$ cat src/rtl/demux_1x8_stream.sv
// Registered valid/ready 1-to-N stream demultiplexer with one holding register per channel
// and an optional round-robin destination pointer. Optional stall counter: DEMUX_STALL_CNT_EN.
`default_nettype none

module demux_1x8_stream #(
    parameter int DATA_W = 8,
    parameter int N_OUT  = 8,
    parameter int SEL_W  = 3
) (
    input  logic                    clk,
    input  logic                    rst_n,
    input  logic [DATA_W-1:0]       in_data,
    input  logic                    in_valid,
    output logic                    in_ready,
    input  logic [SEL_W-1:0]        in_sel,
    input  logic                    rr_mode,
    output logic [SEL_W-1:0]        rr_ptr,
    output logic [N_OUT*DATA_W-1:0] out_data,
    output logic [N_OUT-1:0]        out_valid,
    input  logic [N_OUT-1:0]        out_ready,
    output logic [15:0]             stall_cnt
);

    logic [N_OUT-1:0]        out_valid_q;
    logic [N_OUT-1:0]        out_valid_d;
    logic [N_OUT*DATA_W-1:0] out_data_q;
    logic [N_OUT*DATA_W-1:0] out_data_d;
    logic [SEL_W-1:0]        rr_ptr_q;
    logic [SEL_W-1:0]        rr_ptr_d;
    logic                    rst_done_q;
    logic                    rst_done_d;

    logic [SEL_W-1:0]        tgt_s;
    logic                    tgt_valid_s;
    logic                    tgt_ready_s;
    logic                    in_ready_s;
    logic                    accept_s;
    logic [N_OUT-1:0]        load_s;

    // Destination channel for the word currently offered
    always_comb begin
        if (rr_mode) begin
            tgt_s = rr_ptr_q;
        end else begin
            tgt_s = in_sel;
        end
    end

    // Input handshake; rst_done_q keeps the release edge from accepting a word
    always_comb begin
        tgt_valid_s = out_valid_q[tgt_s];
        tgt_ready_s = out_ready[tgt_s];
        if (rst_n && rst_done_q) begin
            in_ready_s = !tgt_valid_s || tgt_ready_s;
        end else begin
            in_ready_s = 1'b0;
        end
        accept_s = in_valid && in_ready_s;
    end

    // Per-channel load strobes and holding-register next state
    always_comb begin
        load_s      = {N_OUT{1'b0}};
        out_valid_d = out_valid_q;
        out_data_d  = out_data_q;
        for (int k = 0; k < N_OUT; k++) begin
            load_s[k]      = accept_s && (tgt_s == SEL_W'(k));
            // A load wins over a drain, so a simultaneous drain/fill keeps valid high
            out_valid_d[k] = load_s[k] | (out_valid_q[k] & ~out_ready[k]);
            out_data_d[k*DATA_W +: DATA_W] = load_s[k] ? in_data
                                                       : out_data_q[k*DATA_W +: DATA_W];
        end
    end

    // Round-robin pointer advances only on accepts made in round-robin mode
    always_comb begin
        rst_done_d = 1'b1;
        if (accept_s && rr_mode) begin
            rr_ptr_d = rr_ptr_q + SEL_W'(1);
        end else begin
            rr_ptr_d = rr_ptr_q;
        end
    end

    // Channel holding registers, pointer and reset-release flag
    always_ff @(posedge clk or negedge rst_n) begin
        if (!rst_n) begin
            out_valid_q <= {N_OUT{1'b0}};
            out_data_q  <= {(N_OUT*DATA_W){1'b0}};
            rr_ptr_q    <= {SEL_W{1'b0}};
            rst_done_q  <= 1'b0;
        end else begin
            out_valid_q <= out_valid_d;
            out_data_q  <= out_data_d;
            rr_ptr_q    <= rr_ptr_d;
            rst_done_q  <= rst_done_d;
        end
    end

`ifdef DEMUX_STALL_CNT_EN
    logic [15:0] stall_cnt_q;
    logic [15:0] stall_cnt_d;

    // Saturating count of cycles where a word is offered but refused
    always_comb begin
        if (in_valid && !in_ready_s && (stall_cnt_q != 16'hFFFF)) begin
            stall_cnt_d = stall_cnt_q + 16'd1;
        end else begin
            stall_cnt_d = stall_cnt_q;
        end
    end

    // Stall counter register
    always_ff @(posedge clk or negedge rst_n) begin
        if (!rst_n) begin
            stall_cnt_q <= 16'h0000;
        end else begin
            stall_cnt_q <= stall_cnt_d;
        end
    end

    assign stall_cnt = stall_cnt_q;
`else
    assign stall_cnt = 16'h0000;
`endif

    assign in_ready  = in_ready_s;
    assign rr_ptr    = rr_ptr_q;
    assign out_valid = out_valid_q;
    assign out_data  = out_data_q;

endmodule

`default_nettype wire
$ cat config.mk
export PLATFORM = sky130hd
export DESIGN_NAME = demux_1x8_stream
export DESIGN_NICKNAME = d
export VERILOG_FILES = /design/src/rtl/demux_1x8_stream.sv
export SDC_FILE = /design/constraint.sdc
export NUM_CORES = 1
export LEC_CHECK = 0
export ABC_AREA = 0
export CORE_MARGIN = 2
export CORE_UTILIZATION = 42
export CTS_BUF_LIST = sky130_fd_sc_hd__clkbuf_4
export DETAILED_ROUTE_END_ITERATION = 10
export GPL_ROUTABILITY_DRIVEN = 0
export PLACE_DENSITY = 0.84
export REMOVE_ABC_BUFFERS = 1
export SETUP_SLACK_MARGIN = 0.4
export SKIP_CTS_REPAIR_TIMING = 1
export SYNTH_ARGS = -nofsm -noshare
export SYNTH_HDL_FRONTEND = slang
export SYNTH_SLANG_ARGS = --single-unit
$ cat constraint.sdc
create_clock -name clk -period 2.17 [get_ports clk]
set_clock_uncertainty 0.1 [all_clocks]
set_input_delay 0.217 -clock clk [delete_from_list [all_inputs] [get_ports clk]]
set_output_delay 0.217 -clock clk [all_outputs]
set_load 0.1 [all_outputs]
# Yosys cells after proc, flatten, opt, wreduce, memory -nomap -nowiden
# Index checks and enable logic that the tools add are counted.
dict set report word_totals {
  ff_bits 76
  inputBits 23
  out_inout_bits 92
  elab_cells 64
}
dict set report classes {
  add_sub_neg 1
  magnitude_cmp 1
  eq_ne 7
  muxes 6
  n_bitwise 24
  reduce_logical 14
}
# op count
set op_table {}
lappend op_table {{3-bit equality test (second input constant)} 4}
lappend op_table {{1-bit logical AND} 11}
lappend op_table {{1-bit AND} 8}
lappend op_table {{1-bit inverter} 8}
lappend op_table {{1-bit bitwise OR} 8}
lappend op_table {{1-bit binary-select mux with 3-bit select} 2}
lappend op_table {{3-bit by 2-bit equality test with 1-bit output (second input constant)} 2}
lappend op_table {{3-bit by 4-bit less-than comparator with 1-bit output (second input constant)} 1}
lappend op_table {{3-bit by 1-bit adder with 3-bit output (second input constant)} 1}
lappend op_table {{3-bit by 1-bit equality test with 1-bit output (second input constant)} 1}
lappend op_table {{3-bit logical NOT} 1}
lappend op_table {{1-bit 2-to-1 mux} 3}
lappend op_table {{3-bit 2-to-1 mux} 1}
lappend op_table {{1-bit logical NOT} 1}
lappend op_table {{1-bit logical OR} 1}

# Longest topological paths before layout
# Gate-level depths: netlist (run 1).
dict set report depth {
  ltp_word 9
  depth_mapped 8
  ltp_nobuf 6
}

# Least setup slack after synthesis (run 1)
# Ideal clock, no wire load.
dict set report synth_path {
  path_type {register to output}
  start {register rr_ptr_q[0] (netlist: rr_ptr[0])}
  end {output in_ready}
  arrival_ns 2.695
  required_time_ns 1.853
  setup_slack_ns -0.842
  stages_incl_launch_ff 6
  n_path_buf 1
  path_cell_list {dfrtp_1 a21boi_4 mux4_2 nand3_1 buf_6 and4_1}
}
dict set report synth_via {
  elab_chain_cells 6
  elab_cells_between_ends 8
  cone_classes {mux (6); reduce/logical (2)}
}
# item line
set synth_lines {}
lappend synth_lines {{start: declaration} 28} ;# logic [SEL_W-1:0] rr_ptr_q;
lappend synth_lines {{start signal: assignment} 90} ;# rr_ptr_q <= {SEL_W{1'b0}};
lappend synth_lines {{start signal: assignment} 95} ;# rr_ptr_q <= rr_ptr_d;
lappend synth_lines {{3-bit 2-to-1 mux *} 42} ;# if (rr_mode) begin
lappend synth_lines {{1-bit binary-select mux with 3-bit select} 51} ;# tgt_valid_s = out_valid_q[tgt_s];
lappend synth_lines {{1-bit 2-to-1 mux (not written as such)} 51}
lappend synth_lines {{1-bit logical NOT} 54} ;# in_ready_s = !tgt_valid_s || tgt_ready_s;
lappend synth_lines {{1-bit logical OR *} 54}
lappend synth_lines {{1-bit 2-to-1 mux *} 53} ;# if (rst_n && rst_done_q) begin
lappend synth_lines {{end: declaration} 14} ;# output logic in_ready,
# Mark *: on every way between the ends. The rest lies on a longest branch, timed or not. The select of a mux whose other input is x is not followed.

# Final worst setup path (run 1)
# Ends and elaborated chain as after synthesis.

==> run metrics, run 1 <==
result of the run=finished with violations; ANT nets after route=0; met2 wire length=4450 µm; Layout area overhead=48.9%; IO Count=115; clock latency on the worst-skew pair=0.43 ns; fill cell total of the finished layout=560; Worst Hold Slack=-0.0499 ns; Met3 Routed Length=656 µm; RSZ-0062 raised after global routing=yes; sink count of the clock tree=76; number of port buffers=98; via count of the first global-routing pass=2,553; post-detailed-route via-to-cell ratio=4.93; post-detailed-route wirelength per cell=18.0 µm; Final Max Tran Viols=0; Max H-tree Level=3; Congestion Overflow GR=0; classification of the worst-slack hold path=in -> async; number of setup violations in the final report=76; number of enable-type register cells in the synthesized netlist=0; largest area contributor in the synthesized netlist=sky130_fd_sc_hd__dfrtp_1; leading cell type in the layout, fill and taps excluded=sky130_fd_sc_hd__buf_4; sum of negative setup slack=-20.47 ns; Die Area=8630 µm²; Synth cell types=37; cell count after synthesis=235; arrival time of data at the critical path endpoint=2.33 ns; Total Nets Final=426; Period minus WS final=2.64 ns; starting utilization of the core area=43.2%; total standard cell area after synthesis=3320 µm²; count of state elements after synthesis=76; antenna diode count=0; sequential share of the synthesized area=57.3%; category of the worst setup path capture point=output port; GRT Total Usage=20.0%; length of the first detailed-routing pass in iterations=4; final critical-path share of the clock period=122%; failing checks=hold timing, setup timing; met1 wire length=3930 µm; worst-case setup margin in the final layout=-0.472 ns; Synth Flop Type=sky130_fd_sc_hd__dfrtp_1; highest-count cells in the layout ignoring fill and taps=123 x sky130_fd_sc_hd__buf_4, 75 x sky130_fd_sc_hd__dfrtp_1, 63 x sky130_fd_sc_hd__mux2_2, 21 x sky130_fd_sc_hd__clkdlybuf4s50_1, 17 x sky130_fd_sc_hd__conb_1; Std-Cell Rows=32; clock buffer count from CTS=9; Remaining DRCs=0; Highest Clock Rate=378 MHz; via count=2,509; core region area=7690 µm²; number of antenna violations at the first check in global routing=0; area share of the leading cell type in the synthesized netlist=57.3%; Syn Area/Cell=14.1 µm²; top layer reached by signal wires=met4; TritonCTS clock tree=built; share of post-route cells with drive strength above 1=60.4%; final-report hold violation count=76; type of the worst setup path=reg -> out; die width=92.9 µm; CTS Root Cell=sky130_fd_sc_hd__clkbuf_4; Critical Path Source Type=flip-flop; overall routed net length=9140 µm; detailed placer's ending HPWL=6220 µm; max incr delay on CP=0.51 ns; worst relative slew slack=36.5%; crit path cell chain=a21boi_4 > buf_6 > mux4_2 > nand4_1 > and4_4 > buf_12; synth warn=0; DIE HEIGHT=92.9 µm; largest fanout of any net on the critical path=5; Worst Tran Pin Value=0.953 ns; Clock Pin Slew Worst Setup and Hold Paths=0.14 ns; share of synthesized registers carrying an async set or reset=100%; 1st-iter DRT viols=125; number of buffers on the longest clock path=2; cell with the largest stage delay on the worst path=sky130_fd_sc_hd__mux4_2; maximum number of pins on one net before global-route repair=77; Area contributors post-synth=sky130_fd_sc_hd__dfrtp_1 57%, sky130_fd_sc_hd__mux2_2 21%, sky130_fd_sc_hd__buf_4 3.8%; total of max-cap violations=0; required time of the critical path=1.85 ns; wire length of the first global-routing pass=13,300 µm
==> layout make-up <==
type	count	area, µm²	area share (%)
timing repair buffer	162	1350	27.3
inverter	10	37.5	0.759
clock buffer	9	67.6	1.37
multi-input combinational	143	1400	28.3
clock inverter	7	58.8	1.19
sequential	76	1900	38.5
tap	102	128	2.58
==> through the flow <==
stage	setup WS (ns)	util, %	area [µm²]	hold slack [ns]	std cells
global route	-0.531	64.3	4940	0.0287	509
finish	-0.472	64.3	4940	-0.0499	509
detailed placement	-0.698	58.9	4530	0.385	479
CTS	-0.684	60.5	4650	-0.0239	495
floorplan	-0.897	-	3220	-0.179	229
global placement	-0.660	58.9	4530	0.371	479
==> cells by family (layout without fill, tap and decap cells) <==
kind of cell | Yosys count | in the layout | share of synthesized area [%]
AOI/OAI and AO/OA | 21 | 21 | 4.67
xor gates and xnor gates | 2 | 2 | 0.528
adders and majority gates | 1 | 1 | 0.377
buffers and inverters | 31 | 188 | 5.73
DFF | 76 | 76 | 57.3
muxes | 69 | 69 | 24.0
other | 2 | 17 | 0.226
and+or+nand+nor | 33 | 33 | 7.16
==> per-layer routing <==
layer  vias to the layer above  track usage, %
li1                       1136               -
met1                      1263            27.1
met2                        99            31.8
met3                        11            6.02
met4                         0            5.02
met5                         -               0
==> flip-flops by register name (all words and copies together), names as in the netlist <==
name and cells:
out_data 64, out_valid 8, rr_ptr 3, rst_done_q 1
==> synthesized netlist by cell type (2+ instances only) <==
cell / number
sky130_fd_sc_hd__a21o_1: 4
sky130_fd_sc_hd__a21oi_1: 3
sky130_fd_sc_hd__a31oi_1: 2
sky130_fd_sc_hd__and3_1: 2
sky130_fd_sc_hd__buf_2: 2
sky130_fd_sc_hd__buf_4: 17
sky130_fd_sc_hd__conb_1: 2
sky130_fd_sc_hd__dfrtp_1: 76
sky130_fd_sc_hd__inv_1: 10
sky130_fd_sc_hd__mux2_1: 2
sky130_fd_sc_hd__mux2_2: 63
sky130_fd_sc_hd__mux2i_1: 2
sky130_fd_sc_hd__mux4_2: 2
sky130_fd_sc_hd__nand2_1: 2
sky130_fd_sc_hd__nand2b_1: 4
sky130_fd_sc_hd__nand3_1: 6
sky130_fd_sc_hd__nand4_1: 2
sky130_fd_sc_hd__nor2_1: 6
sky130_fd_sc_hd__nor2b_1: 2
sky130_fd_sc_hd__nor3b_4: 3
sky130_fd_sc_hd__o21ai_0: 5
sky130_fd_sc_hd__o32ai_1: 2
sky130_fd_sc_hd__xnor2_1: 2
==> path summary, 6_finish.rpt <==
path / start / end / slack [ns] / cells after the start
max in group asynchronous: rst_n / rr_ptr[0] / 1.39 / 2
max reg2reg: rr_ptr[0] / out_data[26] / -0.35 / 8
min reg2reg: out_data[55] / out_data[55] / 0.42 / 1
min: rst_n / rr_ptr[2] / -0.05 / 2
min in group clk: out_ready[6] / out_valid[6] / 0.29 / 2
max: rr_ptr[0] / in_ready / -0.47 / 6
==> worst max-delay path: cells and delay by family, from the launching register on <==
family                 cells  cell delay [ns]
AO/OA/AOI/OAI              1             0.19
multiplexers               1             0.51
buffers and inverters      2             0.29
flip-flops                 1             0.49
AND/OR/NAND/NOR            2             0.41
Power of run 1 is not shown: default switching activity piles up to over one toggle a cycle in this logic, so the estimate is an artifact.
==> run 2: changes to the inputs <==
--- a/config.mk
+++ b/config.mk
@@ -5,13 +5,14 @@
 export SDC_FILE = /design/constraint.sdc
 export NUM_CORES = 1
 export LEC_CHECK = 0
-export ABC_AREA = 0
+export ABC_AREA = 1
 export CORE_MARGIN = 2
-export CORE_UTILIZATION = 42
+export CORE_UTILIZATION = 44
 export CTS_BUF_LIST = sky130_fd_sc_hd__clkbuf_4
 export DETAILED_ROUTE_END_ITERATION = 10
 export GPL_ROUTABILITY_DRIVEN = 0
-export PLACE_DENSITY = 0.84
+export PLACE_DENSITY = 0.85
+export RECOVER_POWER = 100
 export REMOVE_ABC_BUFFERS = 1
 export SETUP_SLACK_MARGIN = 0.4
 export SKIP_CTS_REPAIR_TIMING = 1
==> run 2 against run 1 <==
Compared with the run above:
- the flow finishes with violations (capacitance limit, slew limit, setup timing)
- non-clock buffer count shrank 22
- via count grew 45%
- routed wire length grew 27%
- maximum frequency grew 18%
- critical path type is now in -> out
- synthesized area grew 11%
- largest cell class unchanged
- sequential share of layout area shrank 2.3 points
- register-to-register slack gained 0.52 ns
- critical endpoint unchanged
- core utilization grew 0.095 points
- die area grew 5.8%
- worst setup slack gained 0.39 ns
- flip-flop and latch count is the same
- first-iteration DRC count grew to 2.5 times the previous value
- highest routed layer unchanged
==> run metrics, run 2 <==
Static Leakage=2.70 nW; clock buffer count from CTS=9 (unchanged); via count=3,628 (+45%); final critical-path share of the clock period=104% (-18 points); clock latency on the worst-skew pair=0.42 ns (about the same); TritonCTS clock tree=built; antenna diode count=0 (unchanged); Area contributors post-synth=sky130_fd_sc_hd__dfrtp_1 52%, sky130_fd_sc_hd__nand2_1 16%, sky130_fd_sc_hd__nand4_1 11%; Worst Tran Pin Value=1.84 ns (+0.887 ns); cell count after synthesis=421 (+79%); met1 track utilization from global routing=32.6% (+5.5 points); via count of the first global-routing pass=3,105 (+22%); crit path cell chain=clkdlybuf4s50_1 > buf_6 > inv_4 > nand2_4 > nand2_8 > nand2_2 > nand2_1 > nand2_1 > nand2_1 > nand3_2 > nand2_4 > nor2_8 > buf_12 > buf_16; Clock Pin Slew Worst Setup and Hold Paths=0.12 ns (-0.02 ns); cell with the largest stage delay on the worst path=sky130_fd_sc_hd__clkdlybuf4s50_1; Highest Clock Rate=445 MHz (+18%); share of post-route cells with drive strength above 1=41.0% (-19 points); CTS Root Cell=sky130_fd_sc_hd__clkbuf_4; detailed placer's ending HPWL=6970 µm (+12%); worst reg-to-reg path cell count=14 (+6); number of port buffers=98 (unchanged); wire length of the first global-routing pass=15,600 µm (+17%); maximum number of pins on one net before global-route repair=77 (unchanged); highest-count cells in the layout ignoring fill and taps=112 x sky130_fd_sc_hd__nand2_1, 74 x sky130_fd_sc_hd__dfrtp_1, 68 x sky130_fd_sc_hd__clkbuf_2, 67 x sky130_fd_sc_hd__nand4_1, 48 x sky130_fd_sc_hd__nand2_2; worst-case setup margin in the final layout=-0.0783 ns (+0.394 ns); required time of the critical path=1.85 ns (about the same); starting utilization of the core area=45.1% (+2.0 points); Total Nets Final=577 (+35%); core region area=8180 µm² (+6.3%); area share of the leading cell type in the synthesized netlist=51.5% (-5.8 points); max incr delay on CP=0.48 ns (-0.03 ns); Final Max Tran Viols=77 (+77); Syn Area/Cell=8.76 µm² (-38%); sum of negative setup slack=-0.0783 ns (+20.39 ns); IO Count=115 (unchanged); Peak supply drop=1.03 mV; minimum setup slack among reg-to-reg paths=0.17 ns (+0.52 ns); Synth cell types=25 (-32%); fill cell total of the finished layout=692 (+24%); top cells by instance count after synthesis=159 x sky130_fd_sc_hd__nand2_1, 76 x sky130_fd_sc_hd__dfrtp_1, 67 x sky130_fd_sc_hd__nand4_1, 17 x sky130_fd_sc_hd__buf_4, 16 x sky130_fd_sc_hd__inv_1; Critical Path Source Type=primary input; Max H-tree Level=3 (unchanged); Most Used Layer, Global Route=met2; RSZ-0062 raised after global routing=yes; Synth Flop Type=sky130_fd_sc_hd__dfrtp_1; dominant cell type by count on the critical path=sky130_fd_sc_hd__nand2_1; total standard cell area after synthesis=3690 µm² (+11%); number of antenna violations at the first check in global routing=0 (unchanged); largest fanout of any net on the critical path=7 (+2); type of the worst setup path=in -> out; 1st-iter DRT viols=317 (+150%); Layout area overhead=42.7%; length of the first detailed-routing pass in iterations=6 (+2); global routing usage on met3=3.56% (-2.5 points); count of state elements after synthesis=76 (unchanged); Std-Cell Rows=33 (+3.1%); leading cell type in the layout, fill and taps excluded=sky130_fd_sc_hd__nand2_1; Die Area=9130 µm² (+5.8%); startpoint of the worst register-to-register path=rr_ptr[0]; Worst Hold End=out_data[5]; sequential share of the synthesized area=51.5% (-5.8 points); most used standard cell by instance count after synthesis=sky130_fd_sc_hd__nand2_1; Congestion Overflow GR=0 (unchanged); number of buffers on the longest clock path=2 (unchanged); Remaining DRCs=0 (unchanged); count of non-filler cells in the finished layout=663 (+30%); result of the run=finished with violations; synth warn=0 (unchanged); classification of the worst-slack hold path=in -> reg; ANT nets after route=0 (unchanged); origin of the worst min-delay path=in_valid; area occupied by multi-input gates=1850 µm² (+32%); post-detailed-route via-to-cell ratio=5.47 (+11%); number of setup violations in the final report=1 (-99%); final-report hold violation count=0 (-100%); largest area contributor in the synthesized netlist=sky130_fd_sc_hd__dfrtp_1; overall routed net length=11,600 µm (+27%); reg-to-reg critical path endpoint=out_data[23]; sink count of the clock tree=76 (unchanged); arrival time of data at the critical path endpoint=1.93 ns (-0.40 ns); Period minus WS final=2.25 ns (-0.394 ns); die width=95.6 µm (+2.9%); total of max-cap violations=1 (+1); GRT Total Usage=22.6% (+2.5 points); area taken by flip-flops and latches=1900 µm² (about the same); DIE HEIGHT=95.6 µm (+2.9%); share of synthesized registers carrying an async set or reset=100% (unchanged); failing checks=capacitance limit, slew limit, setup timing; flip-flop count of the largest register after layout=64 (unchanged); power per cell area=1470 nW/µm²; worst relative slew slack=-22.6% (-59 points); total instance count after detailed placement=621 (+30%); number of enable-type register cells in the synthesized netlist=0 (unchanged); post-detailed-route wirelength per cell=17.5 µm (-2.8%); Worst Hold Path Cells=4; category of the worst setup path capture point=output port; met2 GRT Util=33.4% (+1.6 points)
run 2: cells by family (layout without fill, tap and decap cells):
| logic type | Yosys count | count (layout) | synth area share (%) |
|---|---|---|---|
| compound gates | 8 | 8 | 1.09 |
| other cells | 2 | 17 | 0.204 |
| fa+ha+maj | 1 | 1 | 0.339 |
| buf+inv | 61 | 175 | 9.36 |
| flops | 76 | 76 | 51.5 |
| xor+xnor | 1 | 1 | 0.237 |
| simple gates | 272 | 280 | 37.2 |
run 2: worst max-delay path, delay by kind of cell:
family	cells	cell delay, ns
AND/OR/NAND/NOR	9	0.73
buffers and inverters	5	0.99
run 2: layout make-up:
cell class,count,share of cell area (%)
Sequential cell,76,36.2
Multi-Input combinational cell,307,35.1
Timing Repair Buffer,140,22.2
Tap cell,105,2.50
Clock buffer,10,1.43
Inverter,19,1.40
Clock inverter,6,1.24
run 2: worst max path at each step:
| stage | start | to | slack (ns) | cells past startpoint |
|---|---|---|---|---|
| floorplan | rr_ptr[1] | out_data[0] | -1.10 | 11 |
| global placement | rr_mode | out_data[35] | -0.09 | 14 |
| detailed placement | rr_mode | out_data[6] | -0.14 | 14 |
| CTS | rr_ptr[0] | in_ready | -0.19 | 11 |
| global route | rr_mode | in_ready | -0.14 | 14 |
| finish | rr_mode | in_ready | -0.08 | 14 |
run 2: layer usage:
metal | up-vias | share of wire, %
li1 | 1664 | -
met1 | 1741 | 42
met2 | 185 | 47
met3 | 38 | 6.8
met4 | 0 | 4.3
met5 | - | 0
run 2: report_power, final:
part,total (mW),internal [mW],switching (mW)
clock network,0.866,0.361,0.505
registers,2.13,1.82,0.305
logic,4.75,0.756,3.99
total,7.74,2.94,4.80
run 2: stage by stage:
step / util [%] / hold WS [ns] / instance area, µm² / total power, mW / setup WS [ns]
after floorplan: - / -0.179 / 3470 / 5.71 / -1.10
after global placement: 57.1 / 0.360 / 4670 / 6.79 / -0.0865
after detailed placement: 57.1 / 0.360 / 4670 / 6.85 / -0.145
after CTS: 58.8 / -0.0468 / 4810 / 7.71 / -0.188
after global routing: 64.4 / 0.292 / 5270 / 8.04 / -0.144
final: 64.4 / 0.256 / 5270 / 7.74 / -0.0783
(Power assumes the default switching activity.)
